File: config.mk
export PLATFORM = sky130hd
export DESIGN_NAME = cache_ctrl
export DESIGN_NICKNAME = d
export VERILOG_FILES = /design/src/rtl/cache_ctrl.sv
export SDC_FILE = /design/constraint.sdc
export NUM_CORES = 1
export LEC_CHECK = 0
export ABC_AREA = 0
export CELL_PAD_IN_SITES_DETAIL_PLACEMENT = 1
export CELL_PAD_IN_SITES_GLOBAL_PLACEMENT = 2
export CORE_MARGIN = 5
export CORE_UTILIZATION = 34
export DETAILED_ROUTE_END_ITERATION = 10
export GPL_TIMING_DRIVEN = 0
export PLACE_DENSITY_LB_ADDON = 0.2
export SYNTH_ARGS = -nofsm -noshare
export SYNTH_HDL_FRONTEND = slang
export SYNTH_SLANG_ARGS = --single-unit
File: constraint.sdc
create_clock -name clk -period 5 [get_ports clk]
set_input_delay 0.75 -clock clk [delete_from_list [all_inputs] [get_ports clk]]
set_output_delay 0.75 -clock clk [all_outputs]
set_load 0.01 [all_outputs]
File: src/rtl/cache_ctrl.sv
// cache_ctrl: 4-way set-associative, write-through, no-write-allocate cache controller.
// Keeps the tag/valid/tree-PLRU state and drives the data array and the RAM handshake.
//
// Ports:
//   clk, gen_reset                     clock, synchronous active-high reset
//   cpu_req/cpu_we/cpu_addr/cpu_wdata  CPU request (held until cpu_ready)
//   cpu_rdata/cpu_ready                read data and one-cycle completion pulse
//   write_enable[3:0]                  one-hot way select to the array
//   write_enable_cpu[1:0]              CPU write strobe (2'b11 = full word)
//   write_enable_ram                   fill-from-RAM strobe
//   read_enable/adress/data_in         array read enable, address and write data
//   data_out1..data_out4               per-way array read data, valid the cycle after read_enable
//   ram_req/ram_we/ram_addr/ram_wdata  RAM request, held until ram_ack
//   ram_rdata/ram_ack                  RAM read data and one-cycle completion
//   hit_count/miss_count               saturating request counters, only with CACHE_CTRL_STATS_EN
//
// Optional feature macro: CACHE_CTRL_STATS_EN.
module cache_ctrl #(
    parameter int unsigned ADDR_W  = 10,
    parameter int unsigned DATA_W  = 64,
    parameter int unsigned INDEX_W = 4
) (
    input  logic              clk,
    input  logic              gen_reset,
    input  logic              cpu_req,
    input  logic              cpu_we,
    input  logic [ADDR_W-1:0] cpu_addr,
    input  logic [DATA_W-1:0] cpu_wdata,
    output logic [DATA_W-1:0] cpu_rdata,
    output logic              cpu_ready,
    output logic [3:0]        write_enable,
    output logic [1:0]        write_enable_cpu,
    output logic              write_enable_ram,
    output logic              read_enable,
    output logic [ADDR_W-1:0] adress,
    output logic [DATA_W-1:0] data_in,
    input  logic [DATA_W-1:0] data_out1,
    input  logic [DATA_W-1:0] data_out2,
    input  logic [DATA_W-1:0] data_out3,
    input  logic [DATA_W-1:0] data_out4,
    output logic              ram_req,
    output logic              ram_we,
    output logic [ADDR_W-1:0] ram_addr,
    output logic [DATA_W-1:0] ram_wdata,
    input  logic [DATA_W-1:0] ram_rdata,
    input  logic              ram_ack
`ifdef CACHE_CTRL_STATS_EN
    ,
    output logic [15:0]       hit_count,
    output logic [15:0]       miss_count
`endif
);

    localparam int unsigned TAG_W = ADDR_W - INDEX_W;
    localparam int unsigned SETS  = 2 ** INDEX_W;

    typedef enum logic [1:0] {StIdle, StLookup, StFillWait, StWriteThru} state_e;

    state_e              state_q, state_d;
    logic [ADDR_W-1:0]   addr_q;
    logic                we_q;
    logic [DATA_W-1:0]   wdata_q;
    logic [1:0]          victim_q, victim_d;

    logic [TAG_W-1:0]    tag_q   [SETS][4];
    logic [3:0]          valid_q [SETS];
    logic [2:0]          plru_q  [SETS];

    logic [INDEX_W-1:0]  idx;
    logic [TAG_W-1:0]    tag;
    logic [3:0]          hit_vec;
    logic                hit;
    logic [1:0]          hit_way;
    logic [1:0]          victim_way;
    logic [DATA_W-1:0]   rd [4];

    logic                lat_en;
    logic                fill_en;
    logic                plru_upd;
    logic [1:0]          upd_way;

    // Tree PLRU: bit0 = victim in upper half, bit1 = victim is way1, bit2 = victim is way3.
    // An access points every bit on its path away from the accessed way.
    function automatic logic [2:0] plru_touch(input logic [2:0] b, input logic [1:0] w);
        logic [2:0] r;
        r    = b;
        r[0] = ~w[1];
        if (w[1]) r[2] = ~w[0];
        else      r[1] = ~w[0];
        return r;
    endfunction

    function automatic logic [1:0] plru_victim(input logic [2:0] b);
        return {b[0], b[0] ? b[2] : b[1]};
    endfunction

    assign rd[0] = data_out1;
    assign rd[1] = data_out2;
    assign rd[2] = data_out3;
    assign rd[3] = data_out4;

    assign idx = addr_q[INDEX_W-1:0];
    assign tag = addr_q[ADDR_W-1:INDEX_W];

    always_comb begin
        for (int w = 0; w < 4; w++) begin
            hit_vec[w] = valid_q[idx][w] && (tag_q[idx][w] == tag);
        end
        hit     = |hit_vec;
        hit_way = {hit_vec[3] | hit_vec[2], hit_vec[3] | hit_vec[1]};
    end

    // Lowest-numbered invalid way wins; PLRU only decides when the set is full.
    always_comb begin
        victim_way = plru_victim(plru_q[idx]);
        for (int w = 3; w >= 0; w--) begin
            if (!valid_q[idx][w]) victim_way = 2'(w);
        end
    end

    always_comb begin
        state_d          = state_q;
        victim_d         = victim_q;
        cpu_rdata        = '0;
        cpu_ready        = 1'b0;
        write_enable     = '0;
        write_enable_cpu = '0;
        write_enable_ram = 1'b0;
        read_enable      = 1'b0;
        adress           = '0;
        data_in          = '0;
        ram_req          = 1'b0;
        ram_we           = 1'b0;
        ram_addr         = '0;
        ram_wdata        = '0;
        lat_en           = 1'b0;
        fill_en          = 1'b0;
        plru_upd         = 1'b0;
        upd_way          = hit_way;
        // Outputs are forced quiet while reset is held so an abort never leaks a strobe.
        if (!gen_reset) begin
            unique case (state_q)
                StIdle: begin
                    if (cpu_req) begin
                        read_enable = 1'b1;
                        adress      = cpu_addr;
                        lat_en      = 1'b1;
                        state_d     = StLookup;
                    end
                end
                StLookup: begin
                    if (hit) begin
                        plru_upd = 1'b1;
                        if (we_q) begin
                            write_enable     = 4'b0001 << hit_way;
                            write_enable_cpu = 2'b11;
                            adress           = addr_q;
                            data_in          = wdata_q;
                            state_d          = StWriteThru;
                        end else begin
                            cpu_rdata = rd[hit_way];
                            cpu_ready = 1'b1;
                            state_d   = StIdle;
                        end
                    end else if (we_q) begin
                        state_d = StWriteThru;
                    end else begin
                        victim_d = victim_way;
                        state_d  = StFillWait;
                    end
                end
                StFillWait: begin
                    ram_req  = 1'b1;
                    ram_addr = addr_q;
                    if (ram_ack) begin
                        write_enable     = 4'b0001 << victim_q;
                        write_enable_ram = 1'b1;
                        adress           = addr_q;
                        data_in          = ram_rdata;
                        cpu_rdata        = ram_rdata;
                        cpu_ready        = 1'b1;
                        fill_en          = 1'b1;
                        plru_upd         = 1'b1;
                        upd_way          = victim_q;
                        state_d          = StIdle;
                    end
                end
                StWriteThru: begin
                    ram_req   = 1'b1;
                    ram_we    = 1'b1;
                    ram_addr  = addr_q;
                    ram_wdata = wdata_q;
                    if (ram_ack) begin
                        cpu_ready = 1'b1;
                        state_d   = StIdle;
                    end
                end
                default: state_d = StIdle;
            endcase
        end
    end

    always_ff @(posedge clk) begin
        if (gen_reset) begin
            state_q  <= StIdle;
            addr_q   <= '0;
            we_q     <= 1'b0;
            wdata_q  <= '0;
            victim_q <= '0;
            for (int s = 0; s < SETS; s++) begin
                valid_q[s] <= '0;
                plru_q[s]  <= '0;
            end
        end else begin
            state_q  <= state_d;
            victim_q <= victim_d;
            if (lat_en) begin
                addr_q  <= cpu_addr;
                we_q    <= cpu_we;
                wdata_q <= cpu_wdata;
            end
            if (fill_en) valid_q[idx][victim_q] <= 1'b1;
            if (plru_upd) plru_q[idx] <= plru_touch(plru_q[idx], upd_way);
        end
    end

    // Tags need no reset: they are qualified by the valid bits.
    always_ff @(posedge clk) begin
        if (fill_en) tag_q[idx][victim_q] <= tag;
    end

`ifdef CACHE_CTRL_STATS_EN
    logic wt_hit_q;
    logic req_hit, req_miss;

    always_comb begin
        req_hit  = (state_q == StLookup && hit && !we_q) ||
                   (state_q == StWriteThru && ram_ack && wt_hit_q);
        req_miss = (state_q == StFillWait && ram_ack) ||
                   (state_q == StWriteThru && ram_ack && !wt_hit_q);
    end

    always_ff @(posedge clk) begin
        if (gen_reset) begin
            hit_count  <= '0;
            miss_count <= '0;
            wt_hit_q   <= 1'b0;
        end else begin
            if (state_q == StLookup) wt_hit_q <= hit;
            if (req_hit && hit_count != 16'hFFFF) hit_count <= hit_count + 16'd1;
            if (req_miss && miss_count != 16'hFFFF) miss_count <= miss_count + 16'd1;
        end
    end
`endif

endmodule

==> metrics, run 1 <==
status=finished, violations left; failing checks=setup timing; clk_lat worst skew=0.66 ns; worst min-delay path class=flop to flop; fin crit period=5.724 ns; vias in the first global route=23549; Final Setup Violations=141; Most common cell on crit path=buf_12; Setup CP Type=flop to output pin; Pwr per Cell Area=306.9 nW/um2; Critical-path top delay cell=a222oi_1; FF-to-FF End=plru_q[0][1]; cells on worst reg2reg path=12; max cap viols=0; DR vias/cell=5.694; Setup crit start kind=flop; CP max FO=7; initial antenna violation count=24; Final Non-Filler Cells=4055; Routed Antenna Nets=0; synth warn=0; cell count after placement=3815; unrepaired setup endpoints after global routing=yes; routed wire length=150100 um; 1st-iter DRT viols=2358; Avg Cell Area, Syn=12.83 um2; clk root buf=clkbuf_16; die area=86110 um2; DR pass1 iterations=6; wire per inst=37.00 um; post-synthesis cell area=27320 um2; total chip power=12.06 mW; starting density of the core=34.08%; syn_nets=2532; row count=104; GPL Wtd Cong=1.017; Worst Skew=0.02893 ns; Slew Viols, Final=0; Max VDD drop=0.3490 mV; Critical Path AT=4.97 ns; Crit path largest cell delay=0.62 ns; largest net degree at the start of global routing=59; Die X=293.4 um; first-pass GRT wire length=197900 um; clk sinks=579; CTS H-Tree Depth=2; most common cell after layout, fill and taps aside=clkdlybuf4s50_1; worst-margin pin slew=1.324 ns; I/O pin count=622; worst-case clock buffer depth=3; Req. time, crit path=4.25 ns; EDFF count, synth=432; most frequent cells in the layout=475 x clkdlybuf4s50_1, 432 x edfxtp_1, 258 x nand2_1; predominant post-synthesis flop cell=edfxtp_1; Synth Register Bits=579; total number of vias=23088; CTS tree=done; min-delay src=valid_q[11][2]; layout cells sized above 1=25.99%; Hold Vio Cnt, Final=0; Worst Slack Setup Final=-0.7237 ns; Lkg Pwr=13.41 nW; final worst-path cycle share=114.5%; Final Util=49.02%; Critical Path Sink Type=output pin; Die Y=293.4 um; setup TNS=-52.36 ns; Netlist cell types=64; IO buf count=620; worst-path cell chain=buf_8, mux4_2, mux2i_4, mux2i_1, xor2_1, or4_1, or4_4, buf_8, and4bb_2, buf_12, buf_12, buf_6, buf_12, a222oi_1, o21ai_1, buf_2; core area=80160 um2; Relative slew margins=11.73%; FFs w/ async S/R, synth=0%; WHS=0.4723 ns; CTS buffer count=61; P&R area growth vs syn=43.83%; Nets=3333; clock slew at the register clock pins of the worst setup and hold paths=0.07 ns; post-synthesis sequential area ratio=58.26%; Hold Path Depth=2; Detail Placement HPWL=114900 um; Reg2Reg Setup Slack=0.47 ns; Syn Inst Count=2129; Achievable Freq=174.7 MHz; drc violations=0; GRT Total Usage=32.90%; hold path endpoint=valid_q[11][2]; total gr overflow=0
[final cells by class]
cell class,instances,area [um2]
Fill cell,8249,40870
Inverter,72,270.3
Buffer,186,1605
Clock buffer,80,1623
Antenna cell,13,32.53
Timing Repair Buffer,747,7410
Multi-Input combinational cell,1283,10660
Tap cell,1060,1326
Clock inverter,35,426.7
Sequential cell,579,15930
[power by group]
group | internal (mW) | switching (mW)
sequential | 5.29 | 0.141
combinational | 0.866 | 1.08
clock | 2.67 | 2.01
total | 8.83 | 3.23
[metal layers]
layer / track usage, % / up-vias / part of all wire [%]
met1: 41.35 / 11962 / 39
met2: 53.04 / 1133 / 47
met4: 17.66 / 12 / 6.5
met5: 0 / - / 0.053
met3: 7.521 / 254 / 7.8
li1: - / 9727 / -
[stage by stage]
stage	instance area, um2	setup WS, ns
floorplan	27320	0.3542
global placement	34850	-2.551
detailed placement	34980	-1.914
CTS	38370	-0.7203
global route	39270	-0.8178
finish	39290	-0.7237
[flip-flops by register name, summed over array words and instances (netlist names), named ones only]
register and cells:
we_q 1, valid_q 64, state_q 2, addr_q 10, wdata_q 64, victim_q 2
tag_q 384, plru_q 48
[critical path: cells and delay by family, from the launching register on]
family                    cells  cell delay (ns)
AOI/OAI and AO/OA             2             0.77
xor gates and xnor gates      1             0.16
buffers and inverters         7             1.00
DFF                           1             0.35
muxes                         3             0.85
and+or+nand+nor               3             1.18
[cell usage after synthesis (16+ instances only)]
| master | instances | area share (%) |
|---|---|---|
| a21boi_0 | 30 | 0.82 |
| a21oi_1 | 82 | 1.5 |
| a222oi_1 | 35 | 1.3 |
| a22o_1 | 67 | 2.1 |
| a22oi_1 | 63 | 1.7 |
| and2_1 | 78 | 1.8 |
| buf_2 | 27 | 0.49 |
| buf_4 | 17 | 0.47 |
| buf_6 | 25 | 1.0 |
| clkbuf_1 | 111 | 1.5 |
| dfxtp_1 | 147 | 11 |
| edfxtp_1 | 432 | 47 |
| inv_1 | 69 | 0.95 |
| mux2_2 | 87 | 3.6 |
| mux2i_1 | 56 | 2.1 |
| mux4_2 | 110 | 9.1 |
| nand2_1 | 260 | 3.6 |
| nor2_1 | 87 | 1.2 |
| nor2b_1 | 19 | 0.44 |
| nor3_1 | 35 | 0.64 |
| o21ai_1 | 30 | 0.55 |
| o21bai_1 | 16 | 0.44 |
| o22ai_1 | 71 | 1.6 |
[how the worst max path moves through the flow]
stage,from,end,slack [ns],depth (start not counted)
detailed placement,flop,cpu_rdata[62],-1.91,15
global placement,addr_q[9],write_enable[3],-2.55,11
CTS,flop,cpu_rdata[23],-0.72,15
global route,flop,cpu_rdata[23],-0.82,15
finish,flop,cpu_rdata[47],-0.72,16
floorplan,addr_q[7],data_in[10],0.35,11
[cell families after synthesis]
group                    share of synthesized area (%)
AO/OA/AOI/OAI                                    12.06
XOR/XNOR                                        0.7695
adder cells (fa/ha/maj)                         0.1832
buffers and inverters                            4.718
flip-flops                                       58.26
multiplexers                                     14.85
AND/OR/NAND/NOR                                  9.156
[timing repair]
| action | in CTS | in global routing |
|---|---|---|
| setup buffers | 52 | 59 |
| gates cloned | 3 | 9 |
| endpoints found under the setup margin | 223 | 145 |
| pin swaps | 50 | 100 |
| gates resized for setup | 609 | 445 |
| hold buffers | 0 | 0 |
Note: power is estimated with default switching activity, not from simulation.
==> run 2: changes to the inputs <==
--- a/config.mk
+++ b/config.mk
@@ -13,6 +13,7 @@
 export DETAILED_ROUTE_END_ITERATION = 10
 export GPL_TIMING_DRIVEN = 0
 export PLACE_DENSITY_LB_ADDON = 0.2
+export RECOVER_POWER = 100
 export SYNTH_ARGS = -nofsm -noshare
 export SYNTH_HDL_FRONTEND = slang
 export SYNTH_SLANG_ARGS = --single-unit
==> results of run 2 <==
Same layout as run 1: the final DEF is identical, and so are final timing and power.
